### src/rtl/sd_arb_pkg.sv
// Shared types and helpers for the hps_io sector-channel arbiter.
// rr_pick implements the round-robin search used to choose the next drive.
package sd_arb_pkg;

  localparam int LBA_W   = 32;
  localparam int MAX_DRV = 8;

  typedef enum logic [2:0] {
    ST_IDLE,
    ST_ISSUE,
    ST_WAIT_ACK,
    ST_XFER,
    ST_FINISH
  } arb_state_t;

  // Rotate req so that bit 'start' lands at 0, priority-encode, then rotate back.
  // Returns -1 when no bit within the low n bits is set.
  function automatic int rr_pick(input logic [MAX_DRV-1:0] req, input int start, input int n);
    logic [MAX_DRV-1:0] rot;
    int pick;
    rot = '0;
    for (int k = 0; k < MAX_DRV; k++) begin
      for (int j = 0; j < MAX_DRV; j++) begin
        if (k < n && j < n && (j == start + k || j == start + k - n)) begin
          rot[k] = req[j];
        end
      end
    end
    pick = -1;
    for (int k = MAX_DRV - 1; k >= 0; k--) begin
      if (rot[k]) pick = k;
    end
    if (pick >= 0) begin
      pick = pick + start;
      if (pick >= n) pick = pick - n;
    end
    return pick;
  endfunction

endpackage

### src/rtl/sd_req_capture.sv
// Per-drive request capture: rising-edge detect on the read/write request
// lines, a single pending bit per direction and the LBA latched on the edge.
module sd_req_capture
  import sd_arb_pkg::*;
(
  input  logic             clk_sys,
  input  logic             areset,
  input  logic             req_rd,
  input  logic             req_wr,
  input  logic [LBA_W-1:0] req_lba,
  input  logic             img_mounted,
  input  logic             clr_rd,
  input  logic             clr_wr,
  output logic             pend_rd,
  output logic             pend_wr,
  output logic [LBA_W-1:0] lba_q
);

  logic old_rd;
  logic old_wr;
  logic rd_edge;
  logic wr_edge;

  assign rd_edge = req_rd & ~old_rd;
  assign wr_edge = req_wr & ~old_wr;

  // A mount change discards everything queued for this drive, including a
  // request edge in the same cycle. A new edge beats a grant-clear so a
  // request raised while the previous one is being granted is not lost.
  always_ff @(posedge clk_sys) begin
    if (areset) begin
      old_rd  <= 1'b0;
      old_wr  <= 1'b0;
      pend_rd <= 1'b0;
      pend_wr <= 1'b0;
      lba_q   <= '0;
    end else begin
      old_rd <= req_rd;
      old_wr <= req_wr;
      if (img_mounted) begin
        pend_rd <= 1'b0;
        pend_wr <= 1'b0;
      end else begin
        if (rd_edge) begin
          pend_rd <= 1'b1;
        end else if (clr_rd) begin
          pend_rd <= 1'b0;
        end
        if (wr_edge) begin
          pend_wr <= 1'b1;
        end else if (clr_wr) begin
          pend_wr <= 1'b0;
        end
        if (rd_edge || wr_edge) begin
          lba_q <= req_lba;
        end
      end
    end
  end

endmodule

### src/rtl/sd_req_arbiter.sv
// Round-robin arbiter sharing the single hps_io sector channel between NDRV
// drive requesters; reports per-drive completion and timeout/abort errors.
module sd_req_arbiter
  import sd_arb_pkg::*;
#(
  parameter int          NDRV        = 3,
  parameter logic [23:0] ACK_TIMEOUT = 24'd10_000_000
) (
  input  logic                  clk_sys,
  input  logic                  areset,
  input  logic [NDRV-1:0]       req_rd,
  input  logic [NDRV-1:0]       req_wr,
  input  logic [32*NDRV-1:0]    req_lba,
  input  logic [NDRV-1:0]       img_mounted,
  input  logic                  sd_ack,
  output logic [31:0]           sd_lba,
  output logic [NDRV-1:0]       sd_rd,
  output logic [NDRV-1:0]       sd_wr,
  output logic                  busy,
  output logic [NDRV-1:0]       done,
  output logic [NDRV-1:0]       err,
  output logic [NDRV-1:0]       active
);

  localparam int CW = (NDRV > 1) ? $clog2(NDRV) : 1;

  logic [NDRV-1:0]    pend_rd;
  logic [NDRV-1:0]    pend_wr;
  logic [LBA_W-1:0]   lba_q [NDRV];
  logic [NDRV-1:0]    clr_rd;
  logic [NDRV-1:0]    clr_wr;

  arb_state_t         state, state_n;
  logic [CW-1:0]      cur, cur_n;
  logic [CW-1:0]      rr, rr_n;
  logic               dir_rd, dir_rd_n;
  logic               err_f, err_f_n;
  logic [23:0]        cnt, cnt_n;
  logic [LBA_W-1:0]   lba_r, lba_n;
  logic [NDRV-1:0]    rd_r, rd_n;
  logic [NDRV-1:0]    wr_r, wr_n;
  logic               old_ack;

  logic [NDRV-1:0]    cur_oh;
  logic               mount_cur;
  logic               ack_fall;
  logic [MAX_DRV-1:0] req_v;
  int                 pick;

  for (genvar g = 0; g < NDRV; g++) begin : g_cap
    sd_req_capture u_cap (
      .clk_sys     (clk_sys),
      .areset      (areset),
      .req_rd      (req_rd[g]),
      .req_wr      (req_wr[g]),
      .req_lba     (req_lba[g*LBA_W +: LBA_W]),
      .img_mounted (img_mounted[g]),
      .clr_rd      (clr_rd[g]),
      .clr_wr      (clr_wr[g]),
      .pend_rd     (pend_rd[g]),
      .pend_wr     (pend_wr[g]),
      .lba_q       (lba_q[g])
    );
  end

  assign cur_oh    = NDRV'(1) << cur;
  assign mount_cur = |(img_mounted & cur_oh);
  assign ack_fall  = old_ack & ~sd_ack;

  // Drives being unmounted this cycle are not eligible for a grant.
  always_comb begin
    req_v = '0;
    req_v[NDRV-1:0] = (pend_rd | pend_wr) & ~img_mounted;
  end

  always_ff @(posedge clk_sys) begin
    if (areset) begin
      state   <= ST_IDLE;
      cur     <= '0;
      rr      <= '0;
      dir_rd  <= 1'b0;
      err_f   <= 1'b0;
      cnt     <= '0;
      lba_r   <= '0;
      rd_r    <= '0;
      wr_r    <= '0;
      old_ack <= 1'b0;
    end else begin
      state   <= state_n;
      cur     <= cur_n;
      rr      <= rr_n;
      dir_rd  <= dir_rd_n;
      err_f   <= err_f_n;
      cnt     <= cnt_n;
      lba_r   <= lba_n;
      rd_r    <= rd_n;
      wr_r    <= wr_n;
      old_ack <= sd_ack;
    end
  end

  always_comb begin
    state_n  = state;
    cur_n    = cur;
    rr_n     = rr;
    dir_rd_n = dir_rd;
    err_f_n  = err_f;
    cnt_n    = cnt;
    lba_n    = lba_r;
    rd_n     = rd_r;
    wr_n     = wr_r;
    clr_rd   = '0;
    clr_wr   = '0;
    pick     = rr_pick(req_v, int'(rr), NDRV);

    case (state)
      ST_IDLE: begin
        if (pick >= 0) begin
          for (int i = 0; i < NDRV; i++) begin
            if (pick == i) begin
              cur_n    = CW'(i);
              dir_rd_n = pend_rd[i];
              lba_n    = lba_q[i];
              if (pend_rd[i]) begin
                clr_rd[i] = 1'b1;
              end else begin
                clr_wr[i] = 1'b1;
              end
            end
          end
          state_n = ST_ISSUE;
        end
      end

      ST_ISSUE: begin
        cnt_n = '0;
        if (mount_cur) begin
          err_f_n = 1'b1;
          state_n = ST_FINISH;
        end else begin
          rd_n    = dir_rd ? cur_oh : '0;
          wr_n    = dir_rd ? '0 : cur_oh;
          state_n = ST_WAIT_ACK;
        end
      end

      // An ack arriving on the last allowed cycle still wins over the timeout.
      ST_WAIT_ACK: begin
        if (mount_cur) begin
          rd_n    = '0;
          wr_n    = '0;
          err_f_n = 1'b1;
          state_n = ST_FINISH;
        end else if (sd_ack) begin
          rd_n    = '0;
          wr_n    = '0;
          state_n = ST_XFER;
        end else if (cnt == ACK_TIMEOUT - 24'd1) begin
          rd_n    = '0;
          wr_n    = '0;
          err_f_n = 1'b1;
          state_n = ST_FINISH;
        end else begin
          cnt_n = cnt + 24'd1;
        end
      end

      ST_XFER: begin
        if (ack_fall) begin
          state_n = ST_FINISH;
        end
      end

      ST_FINISH: begin
        rr_n    = (int'(cur) == NDRV - 1) ? '0 : cur + 1'b1;
        err_f_n = 1'b0;
        state_n = ST_IDLE;
      end

      default: begin
        state_n = ST_IDLE;
      end
    endcase
  end

  assign sd_lba = lba_r;
  assign sd_rd  = rd_r;
  assign sd_wr  = wr_r;
  assign busy   = (state != ST_IDLE);
  assign done   = (state == ST_FINISH) ? cur_oh : '0;
  assign err    = (state == ST_FINISH && err_f) ? cur_oh : '0;
  assign active = busy ? cur_oh : '0;

endmodule

### config.mk
export PLATFORM = sky130hd
export DESIGN_NAME = sd_req_arbiter
export DESIGN_NICKNAME = d
export VERILOG_FILES = /design/src/rtl/sd_arb_pkg.sv /design/src/rtl/sd_req_capture.sv /design/src/rtl/sd_req_arbiter.sv
export SDC_FILE = /design/constraint.sdc
export NUM_CORES = 1
export LEC_CHECK = 0
export CORE_MARGIN = 4
export CORE_UTILIZATION = 54
export CTS_BUF_LIST = sky130_fd_sc_hd__clkbuf_8
export DETAILED_ROUTE_END_ITERATION = 6
export PLACE_DENSITY = 0.82
export SLEW_MARGIN = 20
export SYNTH_ARGS = -nofsm -noshare
export SYNTH_HDL_FRONTEND = slang
export SYNTH_SLANG_ARGS = --single-unit
### constraint.sdc
create_clock -name clk_sys -period 5.25 [get_ports clk_sys]
set_clock_uncertainty 0.1 [all_clocks]
set_input_delay 0.7875 -clock clk_sys [delete_from_list [all_inputs] [get_ports clk_sys]]
set_output_delay 0.7875 -clock clk_sys [all_outputs]
set_load 0.05 [all_outputs]
==> run_results.csv <==
group,metric,value,unit
synth,ys.flop_type,"dfxtp_1",
power_and_ir_drop,power_density,278,nW/um2
cts,clk_latency,0.46,ns
cts,clock-sinks,180,
die,die_y,131,um
timing,rsz0062_at_grt,"no",
cts,cts_resized,0,
power_and_ir_drop,vdd_drop_max,0.161,mV
routing,drt-total-wl,22400,um
hold_path,min_path_cells,2,
synth,synth_area_leaders,"dfxtp_1 44%, nand2_1 12%, a21oi_1 7.4%",
synth,synth_seq_cells,180,
placed_design,place_hpwl,15400,um
die,die_area,17200,um2
flow_run,maxCapViolations,0,
cts,clkTransAtPathRegs,0.09,ns
placed_design,placed_area,9900,um2
timing,min_period,4.76,ns
global_routing,grt_max_degree,92,
routing,drt_iter0_drc,664,
final_layout,final_area,10300,um2
final_layout,area_delta_synth_final,26.1,%
placed_design,port_buffers,155,
timing,tns,0,ns
final_layout,nets,1254,
final_layout,final_layout_size_suffix_gt1_share,6.81,%
cts,hold_buffers,0,
synth,synthDistinctLibCells,67,
synth,synth_edf_count,0,
cts,cts_buffer_depth,2,
final_layout,fin_util,70.4,%
synth,postSynthAreaPerCell,8.16,um2
worst_setup_path,crit_type,"in -> reg",
cts,cts_tree,"built",
worst_setup_path,startpoint_type,"input pin",
final_layout,final-seq-area,3600,um2
worst_setup_path,worstPathRequired,5.48,ns
worst_setup_path,crit_path_end_kind,"flip-flop",
routing,dr.pass1.iters,5,
global_routing,grt_pass1_vias,7243,
global_routing,grt.overflow.total,0,
synth,yosysTopAreaCell,"dfxtp_1",
cts,post-cts-setup-buffers,0,
power_and_ir_drop,p_leak,3.85,nW
synth,yosysMostFrequentCell,"nand2_1",
routing,num_vias,7625,
routing,drc,0,
cts,cts_root_buf,"clkbuf_8",
global_routing,grt_use_total,25.4,%
cts,cts.htree.levels,4,
final_layout,multi_input_area,4250,um2
global_routing,grt_pass1_wl,36400,um
worst_setup_path,worstPathArrival,4.99,ns
synth,synth.top_cell.area_share,43.9,%
timing,period_share,90.6,%
global_routing,grt_antenna_before_repair,0,
timing,maxSlewHeadroom,32.0,%
cts,cts-buffers-inserted,17,
final_layout,n_antenna_cell,0,
die,row_count,44,
timing,fmax,0.210,GHz
die,io_pins,156,
die,initial_core_util,55.8,%
timing,finalSetupViolations,0,
die,coreArea,14700,um2
routing,via_per_inst,5.73,
timing,tightest_slew,1.02,ns
synth,syn_nets,1124,
hold_path,hold_class,"reg -> reg",
worst_setup_path,worst-path-max-fanout,24,
synth,syn_area,8200,um2
run_status,outcome,"complete, no violations",
synth,async_flop_share,0,%
timing,maxSlewViolCount,0,
worst_setup_path,r2r_cells,17,
final_layout,nFillCells,1162,
synth,synth_commonest_cells,"269 x nand2_1, 180 x dfxtp_1, 121 x a21oi_1",
routing,postRouteAntennaNets,0,
routing,wire_per_inst,16.9,um
synth,synth-seq-area-share,43.9,%
synth,synth_warnings,0,
power_and_ir_drop,finalPower,2.88,mW
placed_design,gp_routability_congestion,0.841,
timing,hold_viol,0,
die,die-width,131,um
synth,synth_cells,1005,
registers in the layout, summed over array words and instances, names as in the netlist:
register	flops
g_cap.u_cap.lba_q	96
sd_lba	32
cnt	24
g_cap.u_cap.old_rd	3
g_cap.u_cap.old_wr	3
g_cap.u_cap.pend_rd	3
g_cap.u_cap.pend_wr	3
sd_rd	3
sd_wr	3
state	3
cur	2
rr	2
dir_rd	1
err_f	1
old_ack	1
cells by family after synthesis:
kind of cell,synth area share [%]
xor gates and xnor gates,1.07
and+or+nand+nor,25.3
buffers and inverters,4.61
muxes,5.26
adders and majority gates,1.77
AOI/OAI and AO/OA,18.0
DFF,43.9
cells in the final DEF (no fill, tap or decap), drive strengths merged, types with 4 or more instances in the layout:
| cell | count |
|---|---|
| buf | 27 |
| nor3 | 8 |
| mux2i | 42 |
| nand4 | 37 |
| clkbuf | 17 |
| o2111ai | 9 |
| nor2 | 26 |
| xor2 | 8 |
| clkdlybuf4s50 | 154 |
| clkinv | 6 |
| or3 | 13 |
| a21oi | 122 |
| a21o | 7 |
| bufinv | 5 |
| inv | 14 |
| o221ai | 33 |
| dfxtp | 180 |
| a211oi | 9 |
| and2 | 7 |
| nand3 | 5 |
| nand2b | 10 |
| ha | 10 |
| and3 | 6 |
| o21ai | 23 |
| o31ai | 4 |
| nand2 | 269 |
| nor2b | 48 |
worst max-delay path: stages:
cell and delay (ns):
clkdlybuf4s50_1 0.47, o21ba_1 0.18, a222oi_1 0.46, nand4_2 0.22, clkinv_2 0.09, ha_1 0.14, a21oi_1 0.04, or3_1 0.32
ha_1 0.34, and2b_1 0.21, a31oi_1 0.24, mux2_2 0.42, a2111o_2 0.42, buf_4 0.28, mux2i_1 0.23, o221ai_1 0.14
report_power, final:
| part | internal [mW] | leakage, nW | switching [mW] | total (mW) |
|---|---|---|---|---|
| clock network | 0.562 | 0.218 | 0.501 | 1.06 |
| logic | 0.168 | 2.17 | 0.208 | 0.376 |
| registers | 1.41 | 1.47 | 0.0287 | 1.44 |
| total | 2.14 | 3.85 | 0.737 | 2.88 |
routing by layer:
metal | part of all wire, % | wire length (um) | up-vias | global-route usage [%]
li1 | - | - | 3764 | -
met1 | 46 | 10300 | 3569 | 34.0
met2 | 46 | 10300 | 259 | 41.0
met3 | 6.3 | 1410 | 33 | 5.50
met4 | 2.1 | 462 | 0 | 8.40
met5 | 0 | 0 | - | 0
final cells by class:
cell class | count | share of cell area [%]
Tap cell | 184 | 2.23
Sequential cell | 180 | 34.8
Clock buffer | 17 | 2.26
Clock inverter | 13 | 2.00
Inverter | 14 | 0.520
Multi-Input combinational cell | 741 | 41.1
Timing Repair Buffer | 181 | 17.1
stage by stage:
stage / hold slack [ns] / worst slack [ns] / cells
2_1_floorplan: 0.332 / 0.674 / 1005
3_3_place_gp: 0.337 / 0.136 / 1300
3_5_place_dp: 0.343 / 0.0642 / 1300
4_1_cts: 0.356 / 0.508 / 1330
5_1_grt: 0.370 / 0.190 / 1330
6_report: 0.355 / 0.492 / 1330
path summary, 6_finish.rpt:
kind                                 start                       end  slack, ns
setup / recovery            img_mounted[2]                    dir_rd       0.49
hold / removal    g_cap[2].u_cap.lba_q[12]  g_cap[2].u_cap.lba_q[12]       0.35
setup reg to reg                     rr[0]                    dir_rd       0.51
hold reg to reg   g_cap[2].u_cap.lba_q[12]  g_cap[2].u_cap.lba_q[12]       0.35
No activity file was read; power rests on OpenSTA's default activity.
